### config.mk
export PLATFORM = sky130hd
export DESIGN_NAME = rgb_to_gray_pipe
export DESIGN_NICKNAME = d
export VERILOG_FILES = /design/src/rtl/rgb_to_gray_pipe.sv
export SDC_FILE = /design/constraint.sdc
export NUM_CORES = 1
export LEC_CHECK = 0
export BUFFER_PORTS_ARGS = -buffer_cell sky130_fd_sc_hd__buf_2
export CAP_MARGIN = 0
export CELL_PAD_IN_SITES_DETAIL_PLACEMENT = 1
export CELL_PAD_IN_SITES_GLOBAL_PLACEMENT = 2
export CORE_MARGIN = 2
export CORE_UTILIZATION = 38
export DETAILED_ROUTE_END_ITERATION = 7
export GPL_TIMING_DRIVEN = 0
export PLACE_DENSITY_LB_ADDON = 0.1
export SYNTH_ARGS = -nofsm -noshare
export SYNTH_HDL_FRONTEND = slang
export SYNTH_SLANG_ARGS = --single-unit
export TNS_END_PERCENT = 20
### constraint.sdc
create_clock -name clk -period 8.2 [get_ports clk]
set_input_delay 1.64 -clock clk [delete_from_list [all_inputs] [get_ports clk]]
set_output_delay 1.64 -clock clk [all_outputs]
set_load 0.1 [all_outputs]
### src/rtl/rgb_to_gray_pipe.sv
// Three-stage RGB to grayscale converter with per-frame mode select (luma, average, value, green).
// One pixel per clock; stall_i freezes every stage so nothing is dropped or duplicated.
`timescale 1ns/1ps
module rgb_to_gray_pipe #(
    parameter int DATA_W = 8,
    parameter int WR     = 77,
    parameter int WG     = 150,
    parameter int WB     = 29
) (
    input  logic              clk,
    input  logic              rst,
    input  logic [DATA_W-1:0] red_i,
    input  logic [DATA_W-1:0] green_i,
    input  logic [DATA_W-1:0] blue_i,
    input  logic              done_i,
    input  logic              sof_i,
    input  logic [1:0]        mode_i,
    input  logic              stall_i,
    output logic              ready_o,
    output logic [DATA_W-1:0] grayscale_o,
    output logic              done_o,
    output logic              sof_o,
    output logic [23:0]       pix_cnt_o
);

    // Three 8-bit weighted products of DATA_W-bit channels fit in DATA_W+10 bits.
    localparam int ACC_W = DATA_W + 10;

    localparam logic [1:0] MODE_LUMA = 2'd0;
    localparam logic [1:0] MODE_AVG  = 2'd1;
    localparam logic [1:0] MODE_VAL  = 2'd2;

    localparam logic [7:0] WR_L = 8'(WR);
    localparam logic [7:0] WG_L = 8'(WG);
    localparam logic [7:0] WB_L = 8'(WB);

    localparam logic [ACC_W:0]    LUMA_MAX = {{(ACC_W + 1 - DATA_W){1'b0}}, {DATA_W{1'b1}}};
    localparam logic [DATA_W+1:0] AVG_MAX  = {2'b00, {DATA_W{1'b1}}};
    localparam logic [DATA_W+1:0] DIV3     = (DATA_W + 2)'(3);

    logic              en;
    logic              accept;
    logic [1:0]        mode_reg;
    logic [1:0]        mode_next;

    logic              s1_valid;
    logic              s1_sof;
    logic [1:0]        s1_mode;
    logic [DATA_W-1:0] s1_red;
    logic [DATA_W-1:0] s1_green;
    logic [DATA_W-1:0] s1_blue;

    logic [ACC_W-1:0]  luma_sum;
    logic [DATA_W+1:0] avg_sum;
    logic [DATA_W-1:0] max_rg;
    logic [DATA_W-1:0] max_rgb;
    logic [ACC_W-1:0]  acc_next;

    logic              s2_valid;
    logic              s2_sof;
    logic [1:0]        s2_mode;
    logic [ACC_W-1:0]  s2_acc;

    logic [ACC_W:0]    luma_rnd;
    logic [ACC_W:0]    luma_shift;
    logic [DATA_W+1:0] avg_q;
    logic [DATA_W-1:0] gray_next;

    assign en      = ~stall_i;
    assign ready_o = ~stall_i;
    assign accept  = done_i & en;

    // The sof pixel itself already uses the freshly loaded mode.
    assign mode_next = (accept && sof_i) ? mode_i : mode_reg;

    always_ff @(posedge clk) begin
        if (rst) begin
            mode_reg <= MODE_LUMA;
            s1_valid <= 1'b0;
            s1_sof   <= 1'b0;
            s1_mode  <= MODE_LUMA;
            s1_red   <= '0;
            s1_green <= '0;
            s1_blue  <= '0;
        end else if (en) begin
            s1_valid <= done_i;
            if (accept) begin
                mode_reg <= mode_next;
                s1_sof   <= sof_i;
                s1_mode  <= mode_next;
                s1_red   <= red_i;
                s1_green <= green_i;
                s1_blue  <= blue_i;
            end
        end
    end

    assign luma_sum = ACC_W'(s1_red) * ACC_W'(WR_L)
                    + ACC_W'(s1_green) * ACC_W'(WG_L)
                    + ACC_W'(s1_blue) * ACC_W'(WB_L);
    assign avg_sum  = {2'b00, s1_red} + {2'b00, s1_green} + {2'b00, s1_blue};
    assign max_rg   = (s1_red > s1_green) ? s1_red : s1_green;
    assign max_rgb  = (max_rg > s1_blue) ? max_rg : s1_blue;

    always_comb begin
        acc_next = '0;
        case (s1_mode)
            MODE_LUMA: acc_next = luma_sum;
            MODE_AVG:  acc_next = ACC_W'(avg_sum);
            MODE_VAL:  acc_next = ACC_W'(max_rgb);
            default:   acc_next = ACC_W'(s1_green);
        endcase
    end

    always_ff @(posedge clk) begin
        if (rst) begin
            s2_valid <= 1'b0;
            s2_sof   <= 1'b0;
            s2_mode  <= MODE_LUMA;
            s2_acc   <= '0;
        end else if (en) begin
            s2_valid <= s1_valid;
            s2_sof   <= s1_sof;
            s2_mode  <= s1_mode;
            s2_acc   <= acc_next;
        end
    end

    assign luma_rnd   = {1'b0, s2_acc} + (ACC_W + 1)'(128);
    assign luma_shift = luma_rnd >> 8;
    assign avg_q      = s2_acc[DATA_W+1:0] / DIV3;

    always_comb begin
        gray_next = '0;
        case (s2_mode)
            MODE_LUMA: gray_next = (luma_shift > LUMA_MAX) ? {DATA_W{1'b1}} : luma_shift[DATA_W-1:0];
            MODE_AVG:  gray_next = (avg_q > AVG_MAX) ? {DATA_W{1'b1}} : avg_q[DATA_W-1:0];
            default:   gray_next = s2_acc[DATA_W-1:0];
        endcase
    end

    // Bubbles leave the last sample and the count untouched.
    always_ff @(posedge clk) begin
        if (rst) begin
            done_o      <= 1'b0;
            sof_o       <= 1'b0;
            grayscale_o <= '0;
            pix_cnt_o   <= '0;
        end else if (en) begin
            done_o <= s2_valid;
            sof_o  <= s2_valid & s2_sof;
            if (s2_valid) begin
                grayscale_o <= gray_next;
                pix_cnt_o   <= s2_sof ? 24'd1 : pix_cnt_o + 24'd1;
            end
        end
    end

endmodule

# After elaboration in Yosys (flattened, before gate mapping)

Cells that the tools add are included.

Bits in registers: 84
Output and inout port bits: 35
Input bits: 31
Logic and storage cells: 48

Add/subtract/negate cells: 6
Reduce and logical (&&, ||, !) cells: 6
Eq/ne operators: 3
Bitwise operators: 3
$mul: 3
Divide/modulo/power cells: 1
Muxes and demuxes: 8
Order comparisons: 4

Operator list:

| cell                                                | count |
|---|---|
| case mux 18 bit (3 select lines)                    | 1 |
| two-way mux 8 bit                                   | 4 |
| multiplier 8 x 7 -> 15 bit, second input constant   | 2 |
| adder 24 x 1 -> 24 bit, second input constant       | 1 |
| two-way mux 24 bit                                  | 1 |
| adder 18 x 8 -> 19 bit, second input constant       | 1 |
| adder 17 x 13 -> 18 bit                             | 1 |
| adder 15 x 16 -> 17 bit                             | 1 |
| > comparator 8 bit                                  | 2 |
| case mux 8 bit (2 select lines)                     | 1 |
| multiplier 8 x 5 -> 13 bit, second input constant   | 1 |
| > comparator 11 x 8 -> 1 bit, second input constant | 1 |
| adder 9 x 8 -> 10 bit                               | 1 |
| divider 10 x 2 -> 10 bit, second input constant     | 1 |
| > comparator 10 x 8 -> 1 bit, second input constant | 1 |
| adder 8 x 8 -> 9 bit                                | 1 |
| equality test 2 x 1 -> 1 bit, second input constant | 2 |
| logical NOT 2 bit                                   | 2 |
| AND reduction 2 bit                                 | 2 |
| AND reduction 3 bit                                 | 1 |
| bitwise AND 1 bit                                   | 2 |
| equality test 2 bit, second input constant          | 1 |
| two-way mux 2 bit                                   | 1 |
| logical AND 1 bit                                   | 1 |
| NOT 1 bit                                           | 1 |

# Depth between registers and ports, before layout

Word-level depth: 5
Depth in mapped cells: 25
Mapped depth without buffers: 25

# Worst setup path after synthesis

OpenSTA, ideal clock, no wires.

Path type: register to register
Start: register s1_green[4]
End: register s2_acc[10]
Setup slack: 2292 ps
Clock period less this slack: 5908 ps
Data arrival time: 5837 ps
Stages on the path, launching flop included: 21
Data required time: 8130 ps
Library setup time: 70 ps
Path buffers: 0
Cells stage by stage: dfxtp_1 ha_1 ha_1 inv_1 fa_1 fa_1 inv_1 ha_1 xnor2_1 fa_1 inv_1 fa_1 fa_1 inv_1 fa_1 ha_1 a21boi_1 o21a_1 o21ai_0 or4b_1 a21oi_1

Longest elaborated chain between the ends: 4

RTL lines:

| element                          | line | RTL |
|---|---|---|
| start: declaration               | 50   | `logic [DATA_W-1:0] s1_green;` |
| start signal: assignment         | 92   | `s1_green <= green_i;` |
| multiplier 8 x 7 -> 15 bit       | 99   | `+ ACC_W'(s1_green) * ACC_W'(WG_L)` |
| adder 15 x 16 -> 17 bit          | 99   |  |
| adder 17 x 13 -> 18 bit          | 100  | `+ ACC_W'(s1_blue) * ACC_W'(WB_L);` |
| case mux 18 bit (3 select lines) | 107  | `case (s1_mode)` |
| end signal: assignment           | 125  | `s2_acc <= acc_next;` |
| end: declaration                 | 62   | `logic [ACC_W-1:0] s2_acc;` |

No other way between the ends.
A chain may end at the register's enable or synchronous reset.

# Worst setup path after layout

Start: register s1_green[3]
End: register s2_acc[13]

Same word-level chain as after synthesis.

==> summary.txt <==
Setup path
  – CP startpoint kind: register
  – Crit-path cells: ha_1 -> ha_1 -> ha_1 -> inv_1 -> fa_1 -> inv_1 -> ha_1 -> a21boi_0 -> o21ai_0 -> a21boi_0 -> nor2_1 -> ha_1 -> inv_1 -> fa_1 -> fa_1 -> inv_1 -> fa_1 -> ha_1 -> a21o_1 -> a21oi_1 -> nor3b_1 -> a21oi_1 -> xnor2_1 -> o21ai_0
  – Worst R2R End: s2_acc[13]
  – Reg2reg path depth: 24
  – Reg-to-reg startpoint: s1_green[3]
  – Reg2reg setup slack: 1.48 ns
  – Arr. time, crit path: 6.95 ns
  – Cell family with most CP delay: adder cells
  – Maximum net fanout on the critical path: 8
  – Most frequent CP cell: ha_1
  – CP max stage cell: dfxtp_1
  – Req. time, crit path: 8.44 ns
  – Crit Path Category: register to register
  – Worst Setup End Kind: register
  – Buf/Inv on CP: 4
  – CP peak stage delay: 0.69 ns

Yosys
  – Yosys top cell area share: 0.197
  – Post-Syn Area: 8430 sq um
  – Cell accounting for the most synthesized area: dfxtp_1
  – Post-synth EDFFs: 0
  – Top cells by area, synth: dfxtp_1 20%, ha_1 17%, fa_1 15%
  – Syn Inst Count: 1020
  – Library cells used by synthesis: 70
  – Register bit total from synthesis: 83
  – Synth warn: 0
  – Predominant post-synthesis flop cell: dfxtp_1
  – Syn Nets: 1231
  – Synth Area per Inst: 8.26 sq um
  – Sequential share of the synthesized area: 0.197
  – FFs w/ async S/R, synth: 0

Floorplanning
  – Die area: 23400 sq um
  – Die height: 153 microns
  – Core ar.: 21800 sq um
  – Standard-cell rows: 54
  – Top Ports: 66
  – Initial Util: 0.386
  – Die width: 153 microns

Power
  – PD cells: 193 nW/um^2
  – Switching power of the nets: 799 uW
  – VDD IR max: 112 uV
  – Clock share of power: 0.234
  – Pint: 1.01 mW
  – Power share of the combinational group: 0.499
  – Sw Ratio: 0.441
  – Sequential share of power: 0.267
  – Leakage power: 4.60 nW

CTS
  – Post-CTS setup buffer count: 0
  – Number of CTS-inserted buffers: 9
  – Cts hold-fix bufs: 0
  – CTS max path bufs: 2
  – CTS H-Tree Depth: 3
  – Post-CTS sizing: 0
  – CTS tree: done
  – Clock sink count: 83
  – Clock-pin slew on the worst setup and hold paths: 0.07 ns
  – Clock tree root driver cell: clkbuf_16
  – Worst skew pair latency: 0.36 ns

Detailed routing
  – Post-Route WL: 24900 microns
  – DR WL/cell: 18.0 microns
  – # DRC: 0
  – DRT Pass-1 Iters: 4
  – DR vias/cell: 5.22
  – DR iter-0 viols: 274
  – ANT nets after route: 0
  – Vias post-DR: 7205

STA
  – Max Freq: 149 MHz
  – Slew HR: 0.468
  – RSZ-0062 raised after global routing: no
  – Setup TNS Final: 0 ns
  – Worst Skew: 0.0108 ns
  – Final Hold Fails: 0
  – Fin. max-slew vios: 0
  – Tmin final: 6.72 ns
  – Final setup viols: 0
  – Worst slew pin tran: 0.798 ns
  – Final setup margin: 1.48 ns
  – Fin crit share: 0.819

Place
  – Worst slack, placed: 1.53 ns
  – Gpl congestion: 0.808
  – Port bufs: 64
  – HPWL after DPL: 20200 microns

Final layout
  – Share of cells above drive strength 1: 0.0955
  – Most frequent cells in the layout: 139 x inv_1, 120 x nand2_1, 115 x ha_1
  – Inserted Diodes: 0
  – Most common cell after layout, fill and taps aside: inv_1
  – Layout Nets: 1306
  – Layout area overhead: 11.6%

Global routing
  – Gr ovfl total: 0
  – Pin count of the biggest net entering global routing: 19
  – First-pass GRT wire length: 41600 microns
  – Initial antenna violation count: 0
  – Total track usage: 0.223
  – Vias in the first global route: 7644

Hold path
  – Min-Delay Startpoint: s1_valid
  – Hold EP: s1_valid
  – Hold/Removal Path Class: register to register
  – Worst Hold Depth: 2

Flow run
  – Number of max-cap violations: 0

Run status
  – Run status: completed
flip-flops by register name, summed over array words and instances, names as in the netlist:
register     flops
s1_red           8
s1_sof           1
s1_mode          2
s2_mode          2
sof_o            1
done_o           1
pix_cnt_o       24
s1_blue          8
s2_valid         1
s2_sof           1
grayscale_o      8
s2_acc          17
s1_valid         1
s1_green         8
worst max path at each step:
stage	start	to	cells past startpoint
floorplan	s1_green[4]	s2_acc[10]	20
global placement	s1_green[3]	s2_acc[13]	24
detailed placement	s1_green[3]	s2_acc[13]	24
CTS	s1_green[3]	s2_acc[13]	24
global route	s1_green[3]	s2_acc[13]	24
finish	s1_green[3]	s2_acc[13]	24
metal layers:
metal | vias to the layer above | GRT usage | part of all wire
met5 | - | 0 | 0
met4 | 0 | 0.0428 | 0.010
met3 | 18 | 0.0247 | 0.026
met2 | 64 | 0.379 | 0.47
met1 | 3528 | 0.309 | 0.49
li1 | 3595 | - | -
synthesized netlist by cell type (15+ instances only):
| cell | n |
|---|---|
| nand2_1 | 120 |
| o21ai_0 | 44 |
| dfxtp_1 | 83 |
| a21o_1 | 17 |
| fa_1 | 65 |
| a21oi_1 | 94 |
| xor2_1 | 19 |
| clkbuf_1 | 23 |
| ha_1 | 115 |
| nor3_1 | 15 |
| nand3_1 | 17 |
| nor2_1 | 67 |
| inv_1 | 139 |
| xnor2_1 | 22 |
logic make-up after synthesis:
kind of cell	share of synthesized area
AND/OR/NAND/NOR	0.159
AO/OA/AOI/OAI	0.177
adder cells (fa/ha/maj)	0.325
buffers and inverters	0.0808
flip-flops	0.197
XOR/XNOR	0.0426
multiplexers	0.0181
through the flow:
step	util	power [mW]	std cells	hold WS (ns)	instance area, sq um
3_3_place_gp	0.417	1.39	1364	0.449	9100
3_5_place_dp	0.417	1.40	1364	0.454	9100
5_1_grt	0.431	1.98	1380	0.494	9400
2_1_floorplan	-	1.17	1020	0.436	8430
6_report	0.431	1.81	1380	0.463	9400
4_1_cts	0.431	1.84	1380	0.468	9400
worst reg2reg max path, stage by stage (launching register included):
cell      delay, ns
dfxtp_1        0.69
ha_1           0.34
ha_1           0.28
ha_1           0.28
inv_1          0.05
fa_1           0.51
inv_1          0.05
ha_1           0.33
a21boi_0       0.35
o21ai_0        0.17
a21boi_0       0.28
nor2_1         0.09
ha_1           0.28
inv_1          0.05
fa_1           0.48
fa_1           0.49
inv_1          0.06
fa_1           0.48
ha_1           0.38
a21o_1         0.18
a21oi_1        0.19
nor3b_1        0.21
a21oi_1        0.14
xnor2_1        0.17
o21ai_0        0.09
power groups by stage:
stage	Combinational [mW]	Sequential [mW]	Clock [mW]
after CTS	0.916	0.484	0.436
after global routing	1.04	0.490	0.455
after detailed placement	0.907	0.494	0
final	0.905	0.484	0.424
after floorplan	0.687	0.480	0
after global placement	0.896	0.494	0
final cells by class:
cell class                 count  area, sq um
multi-input combinational    762         6080
clock inverter                 7         81.3
fill                        2693        12400
tap                          280          350
buffer                        35          155
timing repair buffer          64          320
sequential                    83         1660
clock buffer                   9          225
inverter                     140          526
(Power assumes the default switching activity.)
